### src/rtl/rf_wb_arbiter_pkg.sv
// rtl/rf_wb_arbiter_pkg.sv - shared constants and types for the writeback arbiter
package rf_wb_arbiter_pkg;

  localparam int ADDR_W_DEF = 5;
  localparam int DATA_W_DEF = 32;
  localparam int NUM_GPR    = 32;

  typedef logic [ADDR_W_DEF-1:0] regaddr_t;

  localparam regaddr_t REG_ZERO = '0;

endpackage

### src/rtl/rf_wb_arbiter_if.sv
// rtl/rf_wb_arbiter_if.sv - writeback request, decode lookup and register-file write bundle
interface rf_wb_arbiter_if #(
  parameter int NUM_REQ = 3,
  parameter int ADDR_W  = 5,
  parameter int DATA_W  = 32
);

  logic [NUM_REQ-1:0]        req_valid;
  logic [NUM_REQ-1:0]        req_ready;
  logic [NUM_REQ*ADDR_W-1:0] req_addr;
  logic [NUM_REQ*DATA_W-1:0] req_data;

  logic                      issue_valid;
  logic [ADDR_W-1:0]         issue_addr;
  logic [ADDR_W-1:0]         rs_addr;
  logic [ADDR_W-1:0]         rt_addr;
  logic                      rs_busy;
  logic                      rt_busy;

  logic                      rf_w;
  logic [ADDR_W-1:0]         rf_addr;
  logic [DATA_W-1:0]         rf_data;

  modport slave (
    input  req_valid, req_addr, req_data,
    input  issue_valid, issue_addr, rs_addr, rt_addr,
    output req_ready, rs_busy, rt_busy,
    output rf_w, rf_addr, rf_data
  );

  modport master (
    output req_valid, req_addr, req_data,
    output issue_valid, issue_addr, rs_addr, rt_addr,
    input  req_ready, rs_busy, rt_busy,
    input  rf_w, rf_addr, rf_data
  );

endinterface

### src/rtl/rf_wb_arbiter_rr_arbiter.sv
// rtl/rf_wb_arbiter_rr_arbiter.sv - round-robin one-hot arbiter with internal priority pointer
module rr_arbiter #(
  parameter int NUM_REQ = 3
) (
  input  logic               clk,
  input  logic               rst,
  input  logic [NUM_REQ-1:0] valid_i,
  input  logic               advance_i,
  output logic [NUM_REQ-1:0] grant_o,
  output logic               grant_any_o
);

  localparam int PW = (NUM_REQ > 1) ? $clog2(NUM_REQ) : 1;

  logic [PW-1:0] ptr_q, ptr_d;
  logic [PW-1:0] win_idx;
  logic          found;
  int            j;

  // Scan starts at ptr_q and wraps; ptr_q < NUM_REQ so one subtraction suffices.
  always_comb begin
    grant_o = '0;
    win_idx = ptr_q;
    found   = 1'b0;
    j       = 0;
    for (int k = 0; k < NUM_REQ; k++) begin
      j = int'(ptr_q) + k;
      if (j >= NUM_REQ) j = j - NUM_REQ;
      if (!found && valid_i[j]) begin
        found   = 1'b1;
        win_idx = PW'(j);
      end
    end
    if (found) grant_o[win_idx] = 1'b1;
  end

  assign grant_any_o = found;

  always_comb begin
    ptr_d = ptr_q;
    if (advance_i && found) begin
      ptr_d = (win_idx == PW'(NUM_REQ - 1)) ? '0 : win_idx + 1'b1;
    end
  end

  always_ff @(posedge clk or posedge rst) begin
    if (rst) ptr_q <= '0;
    else     ptr_q <= ptr_d;
  end

endmodule

### src/rtl/rf_wb_arbiter.sv
// rtl/rf_wb_arbiter.sv - register-file write-port arbiter with pending-write scoreboard
module rf_wb_arbiter
  import rf_wb_arbiter_pkg::*;
#(
  parameter int NUM_REQ = 3,
  parameter int ADDR_W  = ADDR_W_DEF,
  parameter int DATA_W  = DATA_W_DEF
) (
  input  logic                 clk,
  input  logic                 rst,
  input  logic                 ena,
  rf_wb_arbiter_if.slave       bus
);

  localparam int NREGS = 1 << ADDR_W;
  localparam logic [ADDR_W-1:0] ZERO_ADDR = ADDR_W'(REG_ZERO);

  logic [NUM_REQ-1:0] arb_valid;
  logic [NUM_REQ-1:0] grant;
  logic               grant_any;

  logic [ADDR_W-1:0]  win_addr;
  logic [DATA_W-1:0]  win_data;

  logic               rf_w_q, rf_w_d;
  logic [ADDR_W-1:0]  rf_addr_q, rf_addr_d;
  logic [DATA_W-1:0]  rf_data_q, rf_data_d;
  logic [NREGS-1:0]   sb_q, sb_d;

  assign arb_valid = ena ? bus.req_valid : '0;

  rr_arbiter #(.NUM_REQ(NUM_REQ)) u_rr (
    .clk         (clk),
    .rst         (rst),
    .valid_i     (arb_valid),
    .advance_i   (ena),
    .grant_o     (grant),
    .grant_any_o (grant_any)
  );

  // Ready is forced low during reset so nothing is handed off into a flushed pipeline.
  assign bus.req_ready = rst ? '0 : grant;

  always_comb begin
    win_addr = '0;
    win_data = '0;
    for (int i = 0; i < NUM_REQ; i++) begin
      if (grant[i]) begin
        win_addr = bus.req_addr[i*ADDR_W +: ADDR_W];
        win_data = bus.req_data[i*DATA_W +: DATA_W];
      end
    end
  end

  always_comb begin
    rf_w_d    = 1'b0;
    rf_addr_d = rf_addr_q;
    rf_data_d = rf_data_q;
    if (ena && grant_any) begin
      rf_w_d    = (win_addr != ZERO_ADDR);
      rf_addr_d = win_addr;
      rf_data_d = win_data;
    end
  end

  // Clear for the committing write first, so a same-edge issue to that register wins.
  always_comb begin
    sb_d = sb_q;
    if (ena) begin
      if (rf_w_q) sb_d[rf_addr_q] = 1'b0;
      if (bus.issue_valid && (bus.issue_addr != ZERO_ADDR)) sb_d[bus.issue_addr] = 1'b1;
    end
  end

  always_ff @(posedge clk or posedge rst) begin
    if (rst) begin
      rf_w_q    <= 1'b0;
      rf_addr_q <= '0;
      rf_data_q <= '0;
      sb_q      <= '0;
    end else begin
      rf_w_q    <= rf_w_d;
      rf_addr_q <= rf_addr_d;
      rf_data_q <= rf_data_d;
      sb_q      <= sb_d;
    end
  end

  assign bus.rs_busy = (bus.rs_addr != ZERO_ADDR) && sb_q[bus.rs_addr];
  assign bus.rt_busy = (bus.rt_addr != ZERO_ADDR) && sb_q[bus.rt_addr];

  assign bus.rf_w    = rf_w_q;
  assign bus.rf_addr = rf_addr_q;
  assign bus.rf_data = rf_data_q;

endmodule
### src/flat_wrapper.sv
// flat-port wrapper written by rule: the top's interface ports become plain ports
module rf_wb_arbiter_flat import rf_wb_arbiter_pkg::*;
#(
  parameter int NUM_REQ = 3,
  parameter int ADDR_W  = ADDR_W_DEF,
  parameter int DATA_W  = DATA_W_DEF
)
  (clk, rst, ena, bus_req_valid, bus_req_addr, bus_req_data, bus_issue_valid, bus_issue_addr, bus_rs_addr, bus_rt_addr, bus_req_ready, bus_rs_busy, bus_rt_busy, bus_rf_w, bus_rf_addr, bus_rf_data);
  rf_wb_arbiter_if #(.NUM_REQ(NUM_REQ), .ADDR_W(ADDR_W), .DATA_W(DATA_W)) bus_i ();
  input  logic clk;
  input  logic rst;
  input  logic ena;
  input wire logic [$bits(bus_i.req_valid)-1:0] bus_req_valid;
  input wire logic [$bits(bus_i.req_addr)-1:0] bus_req_addr;
  input wire logic [$bits(bus_i.req_data)-1:0] bus_req_data;
  input wire logic [$bits(bus_i.issue_valid)-1:0] bus_issue_valid;
  input wire logic [$bits(bus_i.issue_addr)-1:0] bus_issue_addr;
  input wire logic [$bits(bus_i.rs_addr)-1:0] bus_rs_addr;
  input wire logic [$bits(bus_i.rt_addr)-1:0] bus_rt_addr;
  output wire logic [$bits(bus_i.req_ready)-1:0] bus_req_ready;
  output wire logic [$bits(bus_i.rs_busy)-1:0] bus_rs_busy;
  output wire logic [$bits(bus_i.rt_busy)-1:0] bus_rt_busy;
  output wire logic [$bits(bus_i.rf_w)-1:0] bus_rf_w;
  output wire logic [$bits(bus_i.rf_addr)-1:0] bus_rf_addr;
  output wire logic [$bits(bus_i.rf_data)-1:0] bus_rf_data;
  assign bus_i.req_valid = bus_req_valid;
  assign bus_i.req_addr = bus_req_addr;
  assign bus_i.req_data = bus_req_data;
  assign bus_i.issue_valid = bus_issue_valid;
  assign bus_i.issue_addr = bus_issue_addr;
  assign bus_i.rs_addr = bus_rs_addr;
  assign bus_i.rt_addr = bus_rt_addr;
  assign bus_req_ready = bus_i.req_ready;
  assign bus_rs_busy = bus_i.rs_busy;
  assign bus_rt_busy = bus_i.rt_busy;
  assign bus_rf_w = bus_i.rf_w;
  assign bus_rf_addr = bus_i.rf_addr;
  assign bus_rf_data = bus_i.rf_data;
  rf_wb_arbiter #(.NUM_REQ(NUM_REQ), .ADDR_W(ADDR_W), .DATA_W(DATA_W)) u_core (.clk(clk), .rst(rst), .ena(ena), .bus(bus_i));
endmodule
### config.mk
export PLATFORM = sky130hd
export DESIGN_NAME = rf_wb_arbiter_flat
export DESIGN_NICKNAME = d
export VERILOG_FILES = /design/src/rtl/rf_wb_arbiter_pkg.sv /design/src/rtl/rf_wb_arbiter_if.sv /design/src/rtl/rf_wb_arbiter_rr_arbiter.sv /design/src/rtl/rf_wb_arbiter.sv /design/src/flat_wrapper.sv
export SDC_FILE = /design/constraint.sdc
export NUM_CORES = 1
export LEC_CHECK = 0
export CORE_MARGIN = 2
export CORE_UTILIZATION = 45
export CTS_BUF_LIST = sky130_fd_sc_hd__clkbuf_4
export DETAILED_ROUTE_END_ITERATION = 8
export PLACE_DENSITY = 0.85
export SYNTH_ARGS = -nofsm -noshare
export SYNTH_HDL_FRONTEND = slang
export SYNTH_SLANG_ARGS = --single-unit
### constraint.sdc
create_clock -name clk -period 3.7 [get_ports clk]
set_input_delay 0.74 -clock clk [delete_from_list [all_inputs] [get_ports clk]]
set_output_delay 0.74 -clock clk [all_outputs]
set_load 0.05 [all_outputs]
==> run summary <==
Yosys cell types = 42
R2R setup slack = 650 ps
YS warnings = 0
Worst EP required = 2960 ps
Longest Clk Path Bufs = 2
Cell Count, Final, Fillers Out = 726
hold_buf cts = 0
unrepaired setup endpoints after global routing = false
maximum number of pins on one net before global-route repair = 44
post-synth top area cell = dfrtp_1
Reg-to-Reg Start = u_core.u_rr.ptr_q[0]
setup bufs post-CTS = 0
pwr/cell area = 959.8 mW/mm²
Max Clock Freq = 0.2773 GHz
maxcap violations = 0
Slew HR = 0.4115
Post-Synth Adder-Cell Area = 0.005762
setup ws final = 93.39 ps
clock skew = 15.00 ps
final core utilization = 0.6876
simple-gate share of the synthesized area = 0.1265
Congestion Overflow GR = 0
Placement Setup Slack = 104.3 ps
Peak VDD IR = 0.0006286 V
Clock Sinks = 71
Routed Antenna Nets = 0
terminus of the critical flop-to-flop path = u_core.bus.rf_data[5]
Worst Tran Pin Value = 881.4 ps
share of cells above drive strength 1 = 0.1290
Hold EP = u_core.bus.rf_data[15]
Slowest cell on crit path = clkdlybuf4s50_1
Placed Cells = 710
DRT Pass-1 Iters = 5
final net count = 727
syn nets = 556
DR DRC count = 0
Num CTS Buffers = 9
layout overhead on the synthesized area = 46.99%
compound-cell area share of the yosys netlist = 0.2256
number of global-route vias before repair = 4,247
crit-path max cell delay = 510 ps
Die Wd = 102.2 µm
Final Hold Fails = 0
clock root buffer = clkbuf_4
Avg Cell Area, Syn = 10.32 µm²
CP most frequent cell = mux4_2
# setup viols final = 0
Critical Path End Type = output pin
mux cell area share after synthesis = 0.1922
PortBufs = 175
Synth Flop Type = dfrtp_1
HP Class = reg -> reg
DRT iter0 DRCs = 228
cts repair resizes = 0
fin. max-slew vios = 0
Mapped Cells = 421
global placement routability congestion = 0.9014
Initial Util = 0.4678
Worst EP arrival = 2870 ps
FFs w/ async S/R, synth = 1.000
worst min-delay path startpoint = u_core.bus.rf_data[15]
synth top area cells = dfrtp_1 (41%), mux4_2 (9.3%), mux2i_1 (8.1%)
DR WL/cell = 18.64 µm
main combinational cell family by area after synthesis = compound AO/OA/AOI/OAI gates
Yosys reg bits = 71
CP startpoint kind = input pin
Leakage = 2.646 nW
area of the die = 0.01045 mm²
Row Count = 35
crit path time final = 3607 ps
kind of critical path = in -> out
clock-pin slew on the worst setup and hold paths = 100 ps
Final TNS setup = 0 ps
final period utilization = 0.9748
Register-to-Register Path Depth = 10
CTS tree = built
CTS H-tree lvls = 3
Worst-Skew Late Latency = 430 ps
global-route wire length before repair = 21,110 µm
Die H = 102.2 µm
Global Route Usage Sum = 0.2655
Synth Cell Area = 0.004343 mm²
Post-synth EDFFs = 0
overall routed net length = 13,530 µm
num ports = 176
WHS Path Cells = 2
share of the synthesized area in the top cell type = 0.4091
worst-path maximum fanout = 9
register area share after synthesis = 0.4091
Ant. Diodes = 0
Core ar. = 0.009284 mm²
Vias = 4,192
DP HPWL = 10,650 µm
outcome = finished clean
Via density = 5.774
initial antenna violation count = 0
CP cell instances = clkdlybuf4s50_1, buf_12, mux4_2, mux4_2, mux2_2, buf_4
XOR/XNOR share of the synthesized area = 0
per-stage QoR:
stage                     hold WS [ps]  area, µm²  power, mW
after floorplan                  481.1       4353      4.505
after global placement           506.2       6248      5.509
after detailed placement         517.2       6248      5.637
after CTS                        543.6       6384      6.133
after global routing             562.9       6384      6.512
final                            539.7       6384      6.127
worst max-delay path, delay by kind of cell:
family,cells,cell delay [ps]
buffers and inverters,3,850
multiplexers,3,1280
state kept, by name (all words and copies together) (netlist names):
name                flops
u_core.sb_q            31
u_core.u_rr.ptr_q       2
u_core.bus.rf_addr      5
u_core.bus.rf_data     32
u_core.bus.rf_w         1
per-layer routing:
layer  global-route usage  wire length [µm]  vias up  part of all wire
li1                     -                 -     1934                 -
met3              0.07524              1162       34             0.086
met5                    0                 0        -                 0
met2               0.4636              6967      221              0.51
met4               0.1097               428        0             0.032
met1               0.3070              4972     2003              0.37
cell families after synthesis:
family,after synthesis
compound gates,152
simple gates,104
flops,71
mux,60
buf+inv,32
fa+ha+maj,2
cell type report:
class	instances	area (µm²)
Fill cell	736	2900
Multi-Input combinational cell	318	2409
Timing Repair Buffer	188	1887
Clock buffer	10	75.07
Tap cell	129	161.4
Sequential cell	71	1777
Inverter	4	15.01
Clock inverter	6	60.06
worst max path at each step:
| stage | cells past startpoint | endpoint | from |
|---|---|---|---|
| final | 6 | bus_rs_busy | bus_rs_addr[0] |
| after global routing | 9 | bus_req_ready[0] | u_core.u_rr.ptr_q[0] |
| after CTS | 6 | bus_rs_busy | bus_rs_addr[0] |
| after detailed placement | 6 | bus_rs_busy | bus_rs_addr[0] |
| after global placement | 6 | bus_rs_busy | bus_rs_addr[0] |
| after floorplan | 7 | bus_req_ready[2] | ena |
power breakdown:
| part | leakage (nW) | internal (mW) | switching (mW) | total, mW |
|---|---|---|---|---|
| registers | 0.860 | 1.17 | 0.325 | 1.50 |
| logic | 1.71 | 1.75 | 2.39 | 4.13 |
| clock network | 0.0742 | 0.211 | 0.281 | 0.493 |
synth_stat cells (5+ instances only):
cell,n
nor3_1,5
a2bb2oi_1,34
o21ai_0,67
mux2i_1,35
nand2_1,12
a21oi_1,37
mux4_2,18
dfrtp_1,71
nor2_1,44
nand3b_1,8
clkbuf_1,15
buf_6,5
mux2_2,7
cell usage in the layout (no fill, tap or decap), types with 3 or more instances in the layout:
cell type,count
nor3_1,3
clkbuf_4,10
nand4b_1,3
nand3b_1,8
and3b_1,3
dfrtp_1,71
mux2_2,7
mux4_2,18
clkdlybuf4s50_1,170
or2_2,3
nand2_1,11
inv_1,3
a2bb2oi_1,34
buf_12,4
a21oi_1,37
nor2_1,44
nand3_1,4
o21ai_0,67
buf_4,14
a211oi_2,3
nor3b_1,4
or3b_2,4
mux2i_1,35
Note: power is estimated with default switching activity, not from simulation.
